### src/rtl/palette_pkg.sv
// Shared widths, payload types and default palette generator for the colour palette block.
package palette_pkg;

    localparam int unsigned IDX_W  = 8;
    localparam int unsigned COMP_W = 3;
    localparam int unsigned RGB_W  = 3 * COMP_W;
    localparam int unsigned DEPTH  = 1 << IDX_W;

    typedef struct packed {
        logic [COMP_W-1:0] r;
        logic [COMP_W-1:0] g;
        logic [COMP_W-1:0] b;
    } rgb_t;

    typedef enum logic {
        INIT = 1'b0,
        RUN  = 1'b1
    } fsm_t;

    // Index bits are dealt MSB-first into r, then g, then b; b is left-justified with zero fill.
    function automatic rgb_t default_color(input logic [IDX_W-1:0] idx);
        rgb_t                     c;
        logic [IDX_W+COMP_W-1:0]  ext;
        ext = {idx, COMP_W'(0)};
        c.r = idx[IDX_W-1 -: COMP_W];
        c.g = idx[IDX_W-1-COMP_W -: COMP_W];
        c.b = ext[IDX_W-COMP_W-1 -: COMP_W];
        return c;
    endfunction

endpackage

### src/rtl/palette_ram.sv
// Palette storage: one write port, registered pixel read port and, with
// PALETTE_READBACK_EN, a second registered read port. Reads return pre-write data.
module palette_ram
    import palette_pkg::*;
(
    input  logic             clk,
    input  logic             rst_n,
    input  logic             we,
    input  logic [IDX_W-1:0] waddr,
    input  logic [RGB_W-1:0] wdata,
    input  logic [IDX_W-1:0] raddr_a,
    output logic [RGB_W-1:0] rdata_a
`ifdef PALETTE_READBACK_EN
    ,
    input  logic             re_b,
    input  logic [IDX_W-1:0] raddr_b,
    output logic [RGB_W-1:0] rdata_b
`endif
);

    logic [RGB_W-1:0] mem [DEPTH];

    // Storage array carries no reset; it is reloaded by the init walker.
    always_ff @(posedge clk) begin
        if (we) begin
            mem[waddr] <= wdata;
        end
    end

    always_ff @(posedge clk) begin
        if (!rst_n) begin
            rdata_a <= '0;
        end else begin
            rdata_a <= mem[raddr_a];
        end
    end

`ifdef PALETTE_READBACK_EN
    always_ff @(posedge clk) begin
        if (!rst_n) begin
            rdata_b <= '0;
        end else if (re_b) begin
            rdata_b <= mem[raddr_b];
        end
    end
`endif

endmodule

### src/rtl/palette_lut.sv
// Pixel index to RGB lookup with CPU-writable palette and post-reset default load.
// Optional CPU readback port enabled by defining PALETTE_READBACK_EN.
module palette_lut
    import palette_pkg::*;
(
    input  logic              clk,
    input  logic              rst_n,
    input  logic              pix_valid,
    input  logic [IDX_W-1:0]  pix_idx,
    input  logic              pix_blank,
    output logic              out_valid,
    output logic [COMP_W-1:0] r,
    output logic [COMP_W-1:0] g,
    output logic [COMP_W-1:0] b,
    input  logic              wr_valid,
    output logic              wr_ready,
    input  logic [IDX_W-1:0]  wr_addr,
    input  logic [RGB_W-1:0]  wr_data,
    output logic              init_busy
`ifdef PALETTE_READBACK_EN
    ,
    input  logic              rd_en,
    input  logic [IDX_W-1:0]  rd_addr,
    output logic              rd_valid,
    output logic [RGB_W-1:0]  rd_data
`endif
);

    fsm_t             state_q, state_d;
    logic [IDX_W-1:0] walker_q, walker_d;
    logic             we_c;
    logic [IDX_W-1:0] waddr_c;
    logic [RGB_W-1:0] wdata_c;
    logic             ram_we_c;
    logic [RGB_W-1:0] pix_rgb;
    logic             s1_valid;
    logic             s1_kill;

    always_ff @(posedge clk) begin
        if (!rst_n) begin
            state_q   <= INIT;
            walker_q  <= '0;
            init_busy <= 1'b1;
            wr_ready  <= 1'b0;
        end else begin
            state_q   <= state_d;
            walker_q  <= walker_d;
            init_busy <= (state_d == INIT);
            wr_ready  <= (state_d == RUN);
        end
    end

    // Write port is owned by the walker during INIT, by the CPU afterwards.
    always_comb begin
        state_d  = state_q;
        walker_d = walker_q;
        we_c     = 1'b0;
        waddr_c  = wr_addr;
        wdata_c  = wr_data;
        case (state_q)
            INIT: begin
                we_c     = 1'b1;
                waddr_c  = walker_q;
                wdata_c  = default_color(walker_q);
                walker_d = walker_q + 1'b1;
                if (walker_q == '1) begin
                    state_d = RUN;
                end
            end
            RUN: begin
                we_c = wr_valid;
            end
            default: begin
                state_d = INIT;
            end
        endcase
    end

    assign ram_we_c = we_c & rst_n;

    palette_ram u_ram (
        .clk     (clk),
        .rst_n   (rst_n),
        .we      (ram_we_c),
        .waddr   (waddr_c),
        .wdata   (wdata_c),
        .raddr_a (pix_idx),
        .rdata_a (pix_rgb)
`ifdef PALETTE_READBACK_EN
        ,
        .re_b    (rd_en & ~init_busy),
        .raddr_b (rd_addr),
        .rdata_b (rd_data)
`endif
    );

    // Stage 1 travels alongside the RAM read; stage 2 applies the black override.
    always_ff @(posedge clk) begin
        if (!rst_n) begin
            s1_valid  <= 1'b0;
            s1_kill   <= 1'b1;
            out_valid <= 1'b0;
            r         <= '0;
            g         <= '0;
            b         <= '0;
        end else begin
            s1_valid  <= pix_valid;
            s1_kill   <= pix_blank | init_busy | ~pix_valid;
            out_valid <= s1_valid;
            {r, g, b} <= s1_kill ? RGB_W'(0) : pix_rgb;
        end
    end

`ifdef PALETTE_READBACK_EN
    always_ff @(posedge clk) begin
        if (!rst_n) begin
            rd_valid <= 1'b0;
        end else begin
            rd_valid <= rd_en & ~init_busy;
        end
    end
`endif

endmodule

### config.mk
export PLATFORM = sky130hd
export DESIGN_NAME = palette_lut
export DESIGN_NICKNAME = d
export VERILOG_FILES = /design/src/rtl/palette_pkg.sv /design/src/rtl/palette_ram.sv /design/src/rtl/palette_lut.sv
export SDC_FILE = /design/constraint.sdc
export NUM_CORES = 2
export LEC_CHECK = 0
export BUFFER_PORTS_ARGS = -buffer_cell sky130_fd_sc_hd__buf_2
export CAP_MARGIN = 20
export CORE_UTILIZATION = 55
export CTS_CLUSTER_DIAMETER = 60
export DETAILED_ROUTE_END_ITERATION = 7
export PLACE_DENSITY = 0.84
export SLEW_MARGIN = 20
export SYNTH_ARGS = -nofsm -noshare
export SYNTH_HDL_FRONTEND = slang
export SYNTH_SLANG_ARGS = --single-unit
### constraint.sdc
create_clock -name clk -period 12.2 [get_ports clk]
set_input_delay 2.44 -clock clk [delete_from_list [all_inputs] [get_ports clk]]
set_output_delay 2.44 -clock clk [all_outputs]
set_load 0.02 [all_outputs]
# Word-level counts from Yosys, hierarchy flattened
# Memories as Yosys holds them, arrays and structs flattened. A register that Yosys moved wholly into a read port is not among the register bits.
# Index checks and enable logic that the tools add are counted.
# totals
register_bits	22
latchBits	0
ramBits	2304
romBits	0
in_bits	30
output_inout_bits	12
word_cells	28
memories	1
# memory_table
name	words	width	read_ports	rd_ports_with_merged_regs	wr	line	rtl
u_ram.mem	256	9	1	1	1	palette_ram.sv:21	logic [RGB_W-1:0] mem [DEPTH];
# op_classes
n_addsub	1
n_mul	0
div_mod_pow	0
magnitude_cmp	0
n_eq_ne	1
n_shift	0
mux	7
bitwise	7
reduce_logical	2
# op_table
op	n
9-bit two-way mux	1
8-bit by 1-bit adder with 8-bit output (second input constant)	1
8-bit equality test (second input constant)	1
8-bit two-way mux	1
1-bit two-way mux	4
1-bit NOT	4
1-bit OR	2
1-bit one-hot mux with 2 select lines	1
2-bit OR reduction	1
1-bit bitwise AND	1
1-bit zero test	1

# Depth between registers and ports, before layout
# logic_depth
word_depth	5
mapped_depth	13
ltp_nobuf	7

# Cells and area by module
# A second synthesis with hierarchy kept.
# unflattened
cells_unflattened	4619
area_unflattened_um2	91426.4
# by_module_without_submodules
mod	n_inst	cells_each	area_each_um2	seq_area_each_um2
palette_ram	1	4504	90463.0	69366.5
palette_lut	1	115	963.4	440.4

# Least setup slack after synthesis
# OpenSTA, ideal clock, no wires.
# synth_timing
kind	reg2reg
startpoint	reg state_q
endpoint	mem u_ram.mem[0][6] in the netlist's numbering, data pin
setup_ns	2.187
arrival_time_ns	10.998
setup_slack_ns	-0.984
path_stages_with_launch	5
path_buffers	3
synth_period_minus_slack_ns	13.184
path_cell_list	dfxtp_1 clkbuf_1 buf_1 clkbuf_1 o21ai_0
# synth_via
elab_chain_cells	1
# synth_rtl
element	line	rtl
from (decl)	palette_lut.sv:29	fsm_t state_q, state_d;
from (signal assigned)	palette_lut.sv:46	state_q <= state_d;
9-bit two-way mux	palette_lut.sv:60	case (state_q)
net u_ram.wdata[6]	palette_ram.sv:10	input logic [RGB_W-1:0] wdata,
to (decl)	palette_ram.sv:21	
# The timed path passes the listed nets, and every way through them passes these cells.

==> results.ini <==
[run_status]
status=completed

[global_routing]
antenna_found_initial=21
grt_pass1_vias=48800
grt_overflow_total=0
grtUsageTotal_pct=29.6
grt_max_degree=257
grt_pass1_wl_um=352000

[job]
max_cap_violations=0

[timing]
worst_slew_pin_slew_ns=1.26
slew_headroom_pct=14.8
finalHoldViolations=0
finClkSkew_ns=0.0415
rsz0062_at_grt=no
finalCritPeriodShare_pct=53.2
clock.fmax_mhz=154
fin_tns_setup_ns=0
layout_setup_ws_ns=5.71
finalSetupViolCount=0
min_period_ns=6.49
drv_slew=0

[synthesis]
avgSynthCellArea_um2=20.4
synth_ff_type=edfxtp_1
syn_area_um2=91200
ys_seq_elements=2335
async_reset_ff_share_pct=0
seq_area_frac_synth_pct=76.5
synth_edf_count=2304
yosys_warnings=0
synth_nets=4496
synthCells=4465
ys_types=72

[pwr]
power.switching_mw=3.49
swShare_pct=21.2
combPwrFrac_pct=4.6
total_power_mw=16.5
clkPwrFrac_pct=42.2
p_leak_nw=32.0
intPower_mw=13.0
power.density_nw_per_um2=163
vdd_drop_max_uv=162
seqPwrFrac_pct=53.2

[detailed_routing]
drt-pass1-iter-count=7
drt_iter0_markers=9415
drt-wirelength-per-cell_um=36.1
routed_via_density=7.18
drcViolationCount=0
vias=49700
postRouteAntennaNets=0
wirelength_um=250000

[floorplan]
die_area_um2=167000
core_area_um2=165000
rows=149
start_util_pct=55.3
die_w_um=409
die_y_um=409
num_io_pins=42

[clocking]
hold_buffers=0
clkLatencyLatePin_ns=0.87
clock_path_buffers=3
ctsResizeCount=0
cts_tree=done
cts_setup_buffers=0
clkTransAtPathRegs_ns=0.07
htree_levels=4
root_buffer=clkbuf_16
cts_buffers=213
cts.sinks=2335

[finish]
finalInstanceArea_um2=101000
layout_commonest_cell=edfxtp_1
final_cell_mix=edfxtp_1, mux4_2, nor2_1
drive_gt1_share_pct=20.7
syn2layout_area_growth_pct=10.4
finalNonFillerCells=6919
fin_nets=4568

[placement]
placed_area_um2=93300
gp_congestion=0.921
pre_cts_ws_ns=5.21
hpwlAfterDp_um=140000
port_buffers=41
dp.cells=6507

[critical_path]
critical_path.max_fanout=94
r2r-end=u_ram.mem[209][7]
critical_path_class=primary input to register
cp-end-kind=register
critPathArrivalTime_ns=7.29
worst_setup_path_start_kind=primary input
cp.required_ns=13.01
r2r-start=state_q
r2r_cells=5
r2r_setup_slack_ns=7.67

[hold_path]
hold_start=init_busy
worstHoldPathCells=2
hp-class=register to register
min_to=s1_kill

==> through the flow <==
| stage | util (%) | hold WS [ns] |
|---|---|---|
| after floorplan | - | 0.406 |
| after global placement | 56.6 | 0.426 |
| after detailed placement | 56.6 | 0.425 |
| after CTS | 61.0 | 0.442 |
| after global routing | 61.1 | 0.461 |
| final | 61.1 | 0.432 |
==> synthesized netlist by cell type, drive strengths merged (22+ instances only) <==
cell / number / area, um^2
a21oi: 63 / 315
a22oi: 29 / 218
a31oi: 28 / 175
and2: 30 / 188
buf: 163 / 1420
clkbuf: 102 / 383
dfxtp: 31 / 621
edfxtp: 2304 / 69200
mux2i: 286 / 2860
mux4: 471 / 10600
nand2: 134 / 503
nand3: 53 / 265
nor2: 338 / 1270
nor3: 22 / 110
o21ai: 41 / 205
o221ai: 88 / 777
o22ai: 88 / 551
==> critical path: stages <==
cell and delay [ns]:
buf_8 0.62, buf_4 0.82, buf_4 0.66, buf_4 0.55
mux4_2 0.32, a21oi_1 0.09, o21a_1 0.24, a2111oi_0 0.90
buf_4 0.27, a41o_1 0.17
==> flip-flops by register name, indices dropped and copies added, names as in the netlist <==
name,count
g,3
u_ram.rdata_a,9
u_ram.mem,2304
walker_q,8
s1_kill,1
s1_valid,1
b,3
out_valid,1
state_q,1
r,3
init_busy,1
==> cell families (layout without fill, tap and decap cells) <==
family / Yosys count / count (layout) / synth area share (%)
other cells: 0 / 10 / 0
xor+xnor: 4 / 4 / 0.0384
mux: 767 / 767 / 14.9
compound gates: 446 / 446 / 3.47
buf+inv: 277 / 532 / 2.03
simple gates: 635 / 635 / 2.99
fa+ha+maj: 1 / 1 / 0.0137
flops: 2335 / 2335 / 76.5
==> metal layers <==
layer / vias up / share of wire, % / track usage (%) / routed length (um)
li1: 18600 / - / - / -
met1: 24800 / 32 / 37.3 / 79400
met2: 5080 / 46 / 44.8 / 114000
met3: 1106 / 15 / 10.4 / 38300
met4: 28 / 7.2 / 17.1 / 18000
met5: - / 0.086 / 0 / 215
==> worst max path at each step <==
| stage | start | endpoint | slack (ns) | depth (start not counted) |
|---|---|---|---|---|
| detailed placement | pix_idx[1] | u_ram.rdata_a[4] | 5.21 | 9 |
| CTS | pix_idx[1] | u_ram.rdata_a[1] | 6.03 | 8 |
| finish | pix_idx[1] | u_ram.rdata_a[4] | 5.71 | 10 |
| global route | pix_idx[1] | u_ram.rdata_a[0] | 5.85 | 10 |
| global placement | pix_idx[1] | u_ram.rdata_a[5] | 4.92 | 10 |
| floorplan | state_q | u_ram.mem[0][6] | -0.98 | 4 |
==> power by group through the flow <==
stage / Combinational, mW / Clock (mW) / Sequential (mW)
2_1_floorplan: 0.471 / 0 / 8.96
3_3_place_gp: 0.695 / 0 / 8.93
3_5_place_dp: 0.712 / 0 / 8.93
4_1_cts: 0.730 / 6.91 / 8.76
5_1_grt: 0.767 / 7.20 / 8.76
6_report: 0.759 / 6.94 / 8.76
==> cell type report <==
type                       count  area [um^2]
clock buffer                 284         5920
fill                       10400        64100
multi-input combinational   1853        19800
clock inverter               114         1290
sequential                  2335        69800
timing repair buffer         122         1010
tap                         2189         2740
antenna                       10         25.0
inverter                      12         51.3
Note: power is estimated with default switching activity, not from simulation.
